$ cat config.mk
export PLATFORM = sky130hd
export DESIGN_NAME = clock_set_controller_flat
export DESIGN_NICKNAME = d
export VERILOG_FILES = /design/src/rtl/clock_ctrl_pkg.sv /design/src/rtl/clock_set_controller_if.sv /design/src/rtl/bcd2_inc.sv /design/src/rtl/clock_set_controller.sv /design/src/flat_wrapper.sv
export SDC_FILE = /design/constraint.sdc
export NUM_CORES = 1
export LEC_CHECK = 0
export ABC_AREA = 1
export CAP_MARGIN = 20
export CORE_MARGIN = 3
export CORE_UTILIZATION = 53
export CTS_CLUSTER_DIAMETER = 120
export DETAILED_ROUTE_END_ITERATION = 7
export PLACE_DENSITY = 0.8
export SLEW_MARGIN = 20
export SYNTH_ARGS = -nofsm -noshare
export SYNTH_HDL_FRONTEND = slang
export SYNTH_SLANG_ARGS = --single-unit
$ cat constraint.sdc
create_clock -name CLK -period 3.8 [get_ports CLK]
set_input_delay 1.14 -clock CLK [delete_from_list [all_inputs] [get_ports CLK]]
set_output_delay 1.14 -clock CLK [all_outputs]
set_load 0.03 [all_outputs]
$ cat src/rtl/clock_ctrl_pkg.sv
// clock_ctrl_pkg: shared states, field encodings, BCD slices and limits for the clock set controller.
package clock_ctrl_pkg;
    typedef enum logic [2:0] {RUN, SET_HR, SET_MIN, SET_SEC, LOAD} state_e;
    localparam logic [1:0] FS_NONE = 2'd0;
    localparam logic [1:0] FS_HR = 2'd1;
    localparam logic [1:0] FS_MIN = 2'd2;
    localparam logic [1:0] FS_SEC = 2'd3;
    localparam int HR_HI = 23;
    localparam int HR_LO = 16;
    localparam int MIN_HI = 15;
    localparam int MIN_LO = 8;
    localparam int SEC_HI = 7;
    localparam int SEC_LO = 0;
    localparam logic [7:0] HR_MAX = 8'h23;
    localparam logic [7:0] MIN_MAX = 8'h59;
    function automatic logic [1:0] field_of(input state_e s);
        return s == SET_HR ? FS_HR : s == SET_MIN ? FS_MIN : s == SET_SEC ? FS_SEC : FS_NONE;
    endfunction
endpackage

$ cat src/rtl/clock_set_controller_if.sv
// clock_set_controller_if: front-panel buttons and counter-chain signals of the clock set controller.
interface clock_set_controller_if;
    logic        Mode_btn;
    logic        Inc_btn;
    logic        Cancel_btn;
    logic [23:0] Time_cur;
    logic        Sec_tick;
    logic        Set_time;
    logic [23:0] Time_in;
    logic [1:0]  Field_sel;
    modport master (
        output Mode_btn, Inc_btn, Cancel_btn, Time_cur,
        input  Sec_tick, Set_time, Time_in, Field_sel
    );
    modport slave (
        input  Mode_btn, Inc_btn, Cancel_btn, Time_cur,
        output Sec_tick, Set_time, Time_in, Field_sel
    );
endinterface

$ cat src/rtl/bcd2_inc.sv
// bcd2_inc: two-digit BCD increment, wrapping max to 00 and mapping invalid values to 00.
module bcd2_inc (
    input  logic [7:0] val_i,
    input  logic [7:0] max_i,
    output logic [7:0] val_o
);
    logic valid;
    always_comb begin
        valid = val_i[7:4] <= 4'd9 && val_i[3:0] <= 4'd9 && val_i <= max_i;
        val_o = (!valid || val_i == max_i) ? 8'h00 :
                val_i[3:0] == 4'd9 ? {val_i[7:4] + 4'd1, 4'h0} : val_i + 8'd1;
    end
endmodule

$ cat src/rtl/clock_set_controller.sv
// clock_set_controller: one-second tick prescaler plus button-driven set-time FSM
// that edits a captured copy of the time and loads it back into the counter chain.
module clock_set_controller
    import clock_ctrl_pkg::*;
#(
    parameter int TICK_DIV = 50_000_000
) (
    input logic CLK,
    input logic Reset_n,
    clock_set_controller_if.slave bus
);
    localparam int PW = TICK_DIV > 1 ? $clog2(TICK_DIV) : 1;
    localparam logic [PW-1:0] P_MAX = PW'(TICK_DIV - 1);

    state_e        state_q, state_d;
    logic [PW-1:0] presc_q, presc_d;
    logic [23:0]   edit_q, edit_d;
    logic          tick_q, tick_d;
    logic          load_q, load_d;
    logic [1:0]    fsel_q;
    logic [7:0]    hr_nxt, min_nxt;
    logic          inc;

    bcd2_inc u_hr (.val_i(edit_q[HR_HI:HR_LO]), .max_i(HR_MAX), .val_o(hr_nxt));
    bcd2_inc u_min (.val_i(edit_q[MIN_HI:MIN_LO]), .max_i(MIN_MAX), .val_o(min_nxt));

    always_comb begin
        // Cancel beats Mode beats Inc; a losing pulse is simply dropped.
        inc = bus.Inc_btn && !bus.Mode_btn && !bus.Cancel_btn;
        state_d = state_q;
        edit_d = edit_q;
        case (state_q)
            RUN:     state_d = bus.Mode_btn ? SET_HR : RUN;
            SET_HR:  state_d = bus.Cancel_btn ? RUN : bus.Mode_btn ? SET_MIN : SET_HR;
            SET_MIN: state_d = bus.Cancel_btn ? RUN : bus.Mode_btn ? SET_SEC : SET_MIN;
            SET_SEC: state_d = bus.Cancel_btn ? RUN : bus.Mode_btn ? LOAD : SET_SEC;
            default: state_d = RUN;
        endcase
        if (state_q == RUN && bus.Mode_btn)
            edit_d = bus.Time_cur;
        if (state_q == SET_HR && inc)
            edit_d[HR_HI:HR_LO] = hr_nxt;
        if (state_q == SET_MIN && inc)
            edit_d[MIN_HI:MIN_LO] = min_nxt;
        if (state_q == SET_SEC && inc)
            edit_d[SEC_HI:SEC_LO] = 8'h00;
        // Count only while staying in RUN so every RUN entry starts a full second.
        presc_d = (state_q == RUN && state_d == RUN && presc_q != P_MAX) ? presc_q + 1'b1 : '0;
        tick_d = state_d == RUN && presc_d == P_MAX;
        load_d = state_d == LOAD;
    end

    always_ff @(posedge CLK) begin
        if (!Reset_n) begin
            state_q <= RUN;
            presc_q <= '0;
            edit_q <= '0;
            tick_q <= 1'b0;
            load_q <= 1'b0;
            fsel_q <= FS_NONE;
        end else begin
            state_q <= state_d;
            presc_q <= presc_d;
            edit_q <= edit_d;
            tick_q <= tick_d;
            load_q <= load_d;
            fsel_q <= field_of(state_d);
        end
    end

    assign bus.Sec_tick = tick_q;
    assign bus.Set_time = load_q;
    assign bus.Time_in = edit_q;
    assign bus.Field_sel = fsel_q;
endmodule

$ cat src/flat_wrapper.sv
// flat-port wrapper written by rule: the top's interface ports become plain ports
module clock_set_controller_flat import clock_ctrl_pkg::*;
#(
    parameter int TICK_DIV = 50_000_000
)
  (CLK, Reset_n, bus_Mode_btn, bus_Inc_btn, bus_Cancel_btn, bus_Time_cur, bus_Sec_tick, bus_Set_time, bus_Time_in, bus_Field_sel);
  clock_set_controller_if bus_i ();
  input logic CLK;
  input logic Reset_n;
  input wire logic [$bits(bus_i.Mode_btn)-1:0] bus_Mode_btn;
  input wire logic [$bits(bus_i.Inc_btn)-1:0] bus_Inc_btn;
  input wire logic [$bits(bus_i.Cancel_btn)-1:0] bus_Cancel_btn;
  input wire logic [$bits(bus_i.Time_cur)-1:0] bus_Time_cur;
  output wire logic [$bits(bus_i.Sec_tick)-1:0] bus_Sec_tick;
  output wire logic [$bits(bus_i.Set_time)-1:0] bus_Set_time;
  output wire logic [$bits(bus_i.Time_in)-1:0] bus_Time_in;
  output wire logic [$bits(bus_i.Field_sel)-1:0] bus_Field_sel;
  assign bus_i.Mode_btn = bus_Mode_btn;
  assign bus_i.Inc_btn = bus_Inc_btn;
  assign bus_i.Cancel_btn = bus_Cancel_btn;
  assign bus_i.Time_cur = bus_Time_cur;
  assign bus_Sec_tick = bus_i.Sec_tick;
  assign bus_Set_time = bus_i.Set_time;
  assign bus_Time_in = bus_i.Time_in;
  assign bus_Field_sel = bus_i.Field_sel;
  clock_set_controller #(.TICK_DIV(TICK_DIV)) u_core (.CLK(CLK), .Reset_n(Reset_n), .bus(bus_i));
endmodule
==> results.cfg <==
[setup_path]
worst_r2r_endpoint = u_core.presc_q[20]
worstPathCellList = clkdlybuf4s50_1 -> nand3_2 -> inv_1 -> nor2_2 -> a22oi_1 -> nor2_1
worst_setup_path_start_kind = primary input
crit_path_top_delay_cell = clkdlybuf4s50_1
cp_max_fo = 17
cp.buffers_inverters = 2
required_ns = 4.02
path_depth = 6
slowest_delay_ns = 0.55
crit_arrival_ns = 2.88
end_kind = flip-flop
reg2reg_setup_slack_ns = 1.82
cpLargestDelayFamily = buffers and inverters
r2r_start = u_core.presc_q[0]
path_class = primary input to flip-flop
r2r_cells = 8

[drt]
routedWlPerCell_um = 12.8
vias = 3366
wl_mm = 8.18
antenna_left = 0
drc = 0
routed_via_density = 5.28
firstDrtPassIters = 4
drt_iter0_drc = 156

[placement]
gp_congestion = 0.918
place_ws_ns = 0.813
port_buffers = 56
dp_cells = 626
place_area_mm2 = 0.00389
place_hpwl_mm = 6.36

[clock_tree]
ctsHoldBuffers = 0
cts_buffer_depth = 2
cts-root-buf = clkbuf_8
post-cts-setup-buffers = 0
cts_resized = 0
cts_tree = built
path_clk_slew_ns = 0.06
cts.htree.levels = 3
clock_sinks = 57
numCtsBuffers = 9
clock_latency_ns = 0.33

[power]
leakage_nw = 1.65
p_comb_frac = 0.157
p_switching_mw = 0.369
finalPower_mw = 1.39
ir_worst_vdd_mv = 0.230
seqPwrFrac = 0.464
power.internal_mw = 1.02
swShare = 0.266
clockPowerShare = 0.379
powerDensity_mw_per_mm2 = 342

[cells_and_area]
multiInputGateArea_mm2 = 0.00181
antennaDiodeCount = 0
num-fill-cells = 513
fin_nets = 601
area_growth_pct = 24.9
fin_area_mm2 = 0.00406
layout.core_utilization = 0.711
fin_cells = 638
ff_latch_area_mm2 = 0.00114
drive_above_1_share = 0.0707

[synth]
yosys_warnings = 0
postSynth.asyncResetShare = 0
syn_area_mm2 = 0.00325
ys_seq_elements = 57
synthFlopType = dfxtp_1
syn_nets = 538
netlist_top_cells_area = dfxtp_1 (35%), nand2_1 (14%), nor2_1 (11%), inv_1 (8.0%), nand3_1 (4.8%)
yosysSeqAreaShare = 0.351
synth.most_common_cell = nand2_1
yosys-top-cells-count = nand2_1 (123), nor2_1 (96), inv_1 (69)
yosys.area.top_type = dfxtp_1
avgSynthCellArea_um2 = 6.47
synth-edff-count = 0
syn_inst = 502
synth_top_area_frac = 0.351
synth_cell_types = 33

[floorplanning]
die_y_um = 84.3
dieArea_mm2 = 0.00711
die_w_um = 84.3
rows = 27
core_region_area_mm2 = 0.00571
pin_count = 57
start_util = 0.569

[timing]
hold_viol = 0
max_slew_margin = 0.559
worst_pin_slew_ns = 0.658
fmax_ghz = 0.376
fin_ws_ns = 1.14
fin_setup_tns_ns = 0
fin_crit_ns = 2.66
report.final.slew_viol_count = 0
finClkSkew_ns = 0.00983
min_period_over_period = 0.700
worst_hold_slack_ns = 0.490
rsz0062_at_grt = false
setup_viol = 0

[worst_hold_path]
min_path_cells = 2
hp-start = u_core.bus.Time_in[5]
holdPathEnd = u_core.bus.Time_in[5]
hp-class = flip-flop to flip-flop

[job]
maxCapViolCount = 0

[global_routing]
track_usage = 0.240
gr-total-overflow = 0
grt_max_degree = 25
grt_antenna_before_repair = 0
grt_pass1_wl_mm = 14.0
grt_pass1_vias = 3199

[outcome]
outcome = finished, final reports clean
-- cells by family after synthesis --
| logic type | count (synthesis) | share of synthesized area |
|---|---|---|
| AO/OA/AOI/OAI | 55 | 0.0966 |
| AND/OR/NAND/NOR | 298 | 0.411 |
| flip-flops | 57 | 0.351 |
| buffers and inverters | 77 | 0.0905 |
| XOR/XNOR | 8 | 0.0239 |
| adder cells (fa/ha/maj) | 7 | 0.0270 |
-- area by class of cell --
cell class / count / area share
flip-flops and latches: 57 / 0.281
clock buffers: 11 / 0.0348
well taps: 72 / 0.0222
inverters: 71 / 0.0657
clock inverters: 1 / 0.00740
repair buffers: 58 / 0.142
multi-input cells: 368 / 0.447
-- power by group through the flow --
stage | logic, mW | registers [mW] | clock network [mW]
after floorplan | 0.0826 | 0.693 | 0
after global placement | 0.213 | 0.657 | 0
after detailed placement | 0.216 | 0.656 | 0
after CTS | 0.218 | 0.644 | 0.535
after global routing | 0.238 | 0.648 | 0.565
final | 0.218 | 0.645 | 0.526
-- worst max-delay path by stage --
| stage | end | start |
|---|---|---|
| global placement | u_core.bus.Time_in[16] | bus_Mode_btn |
| floorplan | u_core.bus.Time_in[22] | bus_Cancel_btn |
| global route | u_core.bus.Time_in[19] | bus_Mode_btn |
| CTS | u_core.bus.Time_in[23] | bus_Mode_btn |
| detailed placement | u_core.bus.Time_in[22] | bus_Mode_btn |
| finish | u_core.bus.Time_in[22] | bus_Mode_btn |
-- layout by cell type, fill, tap and decap left out --
cell / count
o22ai_1: 2
a211oi_1: 1
nand4_1: 14
a31oi_1: 10
o211ai_1: 2
clkbuf_1: 1
nand3_2: 3
xor2_2: 1
inv_2: 1
buf_4: 2
nand2_1: 123
clkinv_1: 1
a21oi_1: 12
nor3_1: 6
or2_2: 1
nand3b_1: 3
nor2_1: 96
nand2_2: 6
clkdlybuf4s50_1: 56
a22oi_1: 2
o2111ai_1: 1
nor4_4: 1
xor2_1: 6
o21bai_1: 3
nand3_1: 31
inv_1: 69
dfxtp_1: 57
ha_1: 7
clkbuf_8: 10
o21ai_0: 19
nor2_2: 7
o21ai_1: 3
bufinv_16: 1
nor2_4: 6
xnor2_1: 1
nand2_4: 1
-- metal layers --
| layer | GRT usage | wire length, µm |
|---|---|---|
| met1 | 0.304 | 3810 |
| met4 | 0.110 | 212 |
| met3 | 0.0510 | 385 |
| met2 | 0.390 | 3770 |
| met5 | 0 | 0 |
-- sequential cells by signal, indices dropped and copies added, names as in the netlist --
register / flops
u_core.bus.Sec_tick: 1
u_core.presc_q: 26
u_core.bus.Set_time: 1
u_core.bus.Field_sel: 2
u_core.state_q: 3
u_core.bus.Time_in: 24
-- tightest hold or removal path, stage by stage (launching register included) --
cell	delay [ns]
dfxtp_1	0.33
o21ai_0	0.09
inv_1	0.05
Power figures use the tool's default switching activity.
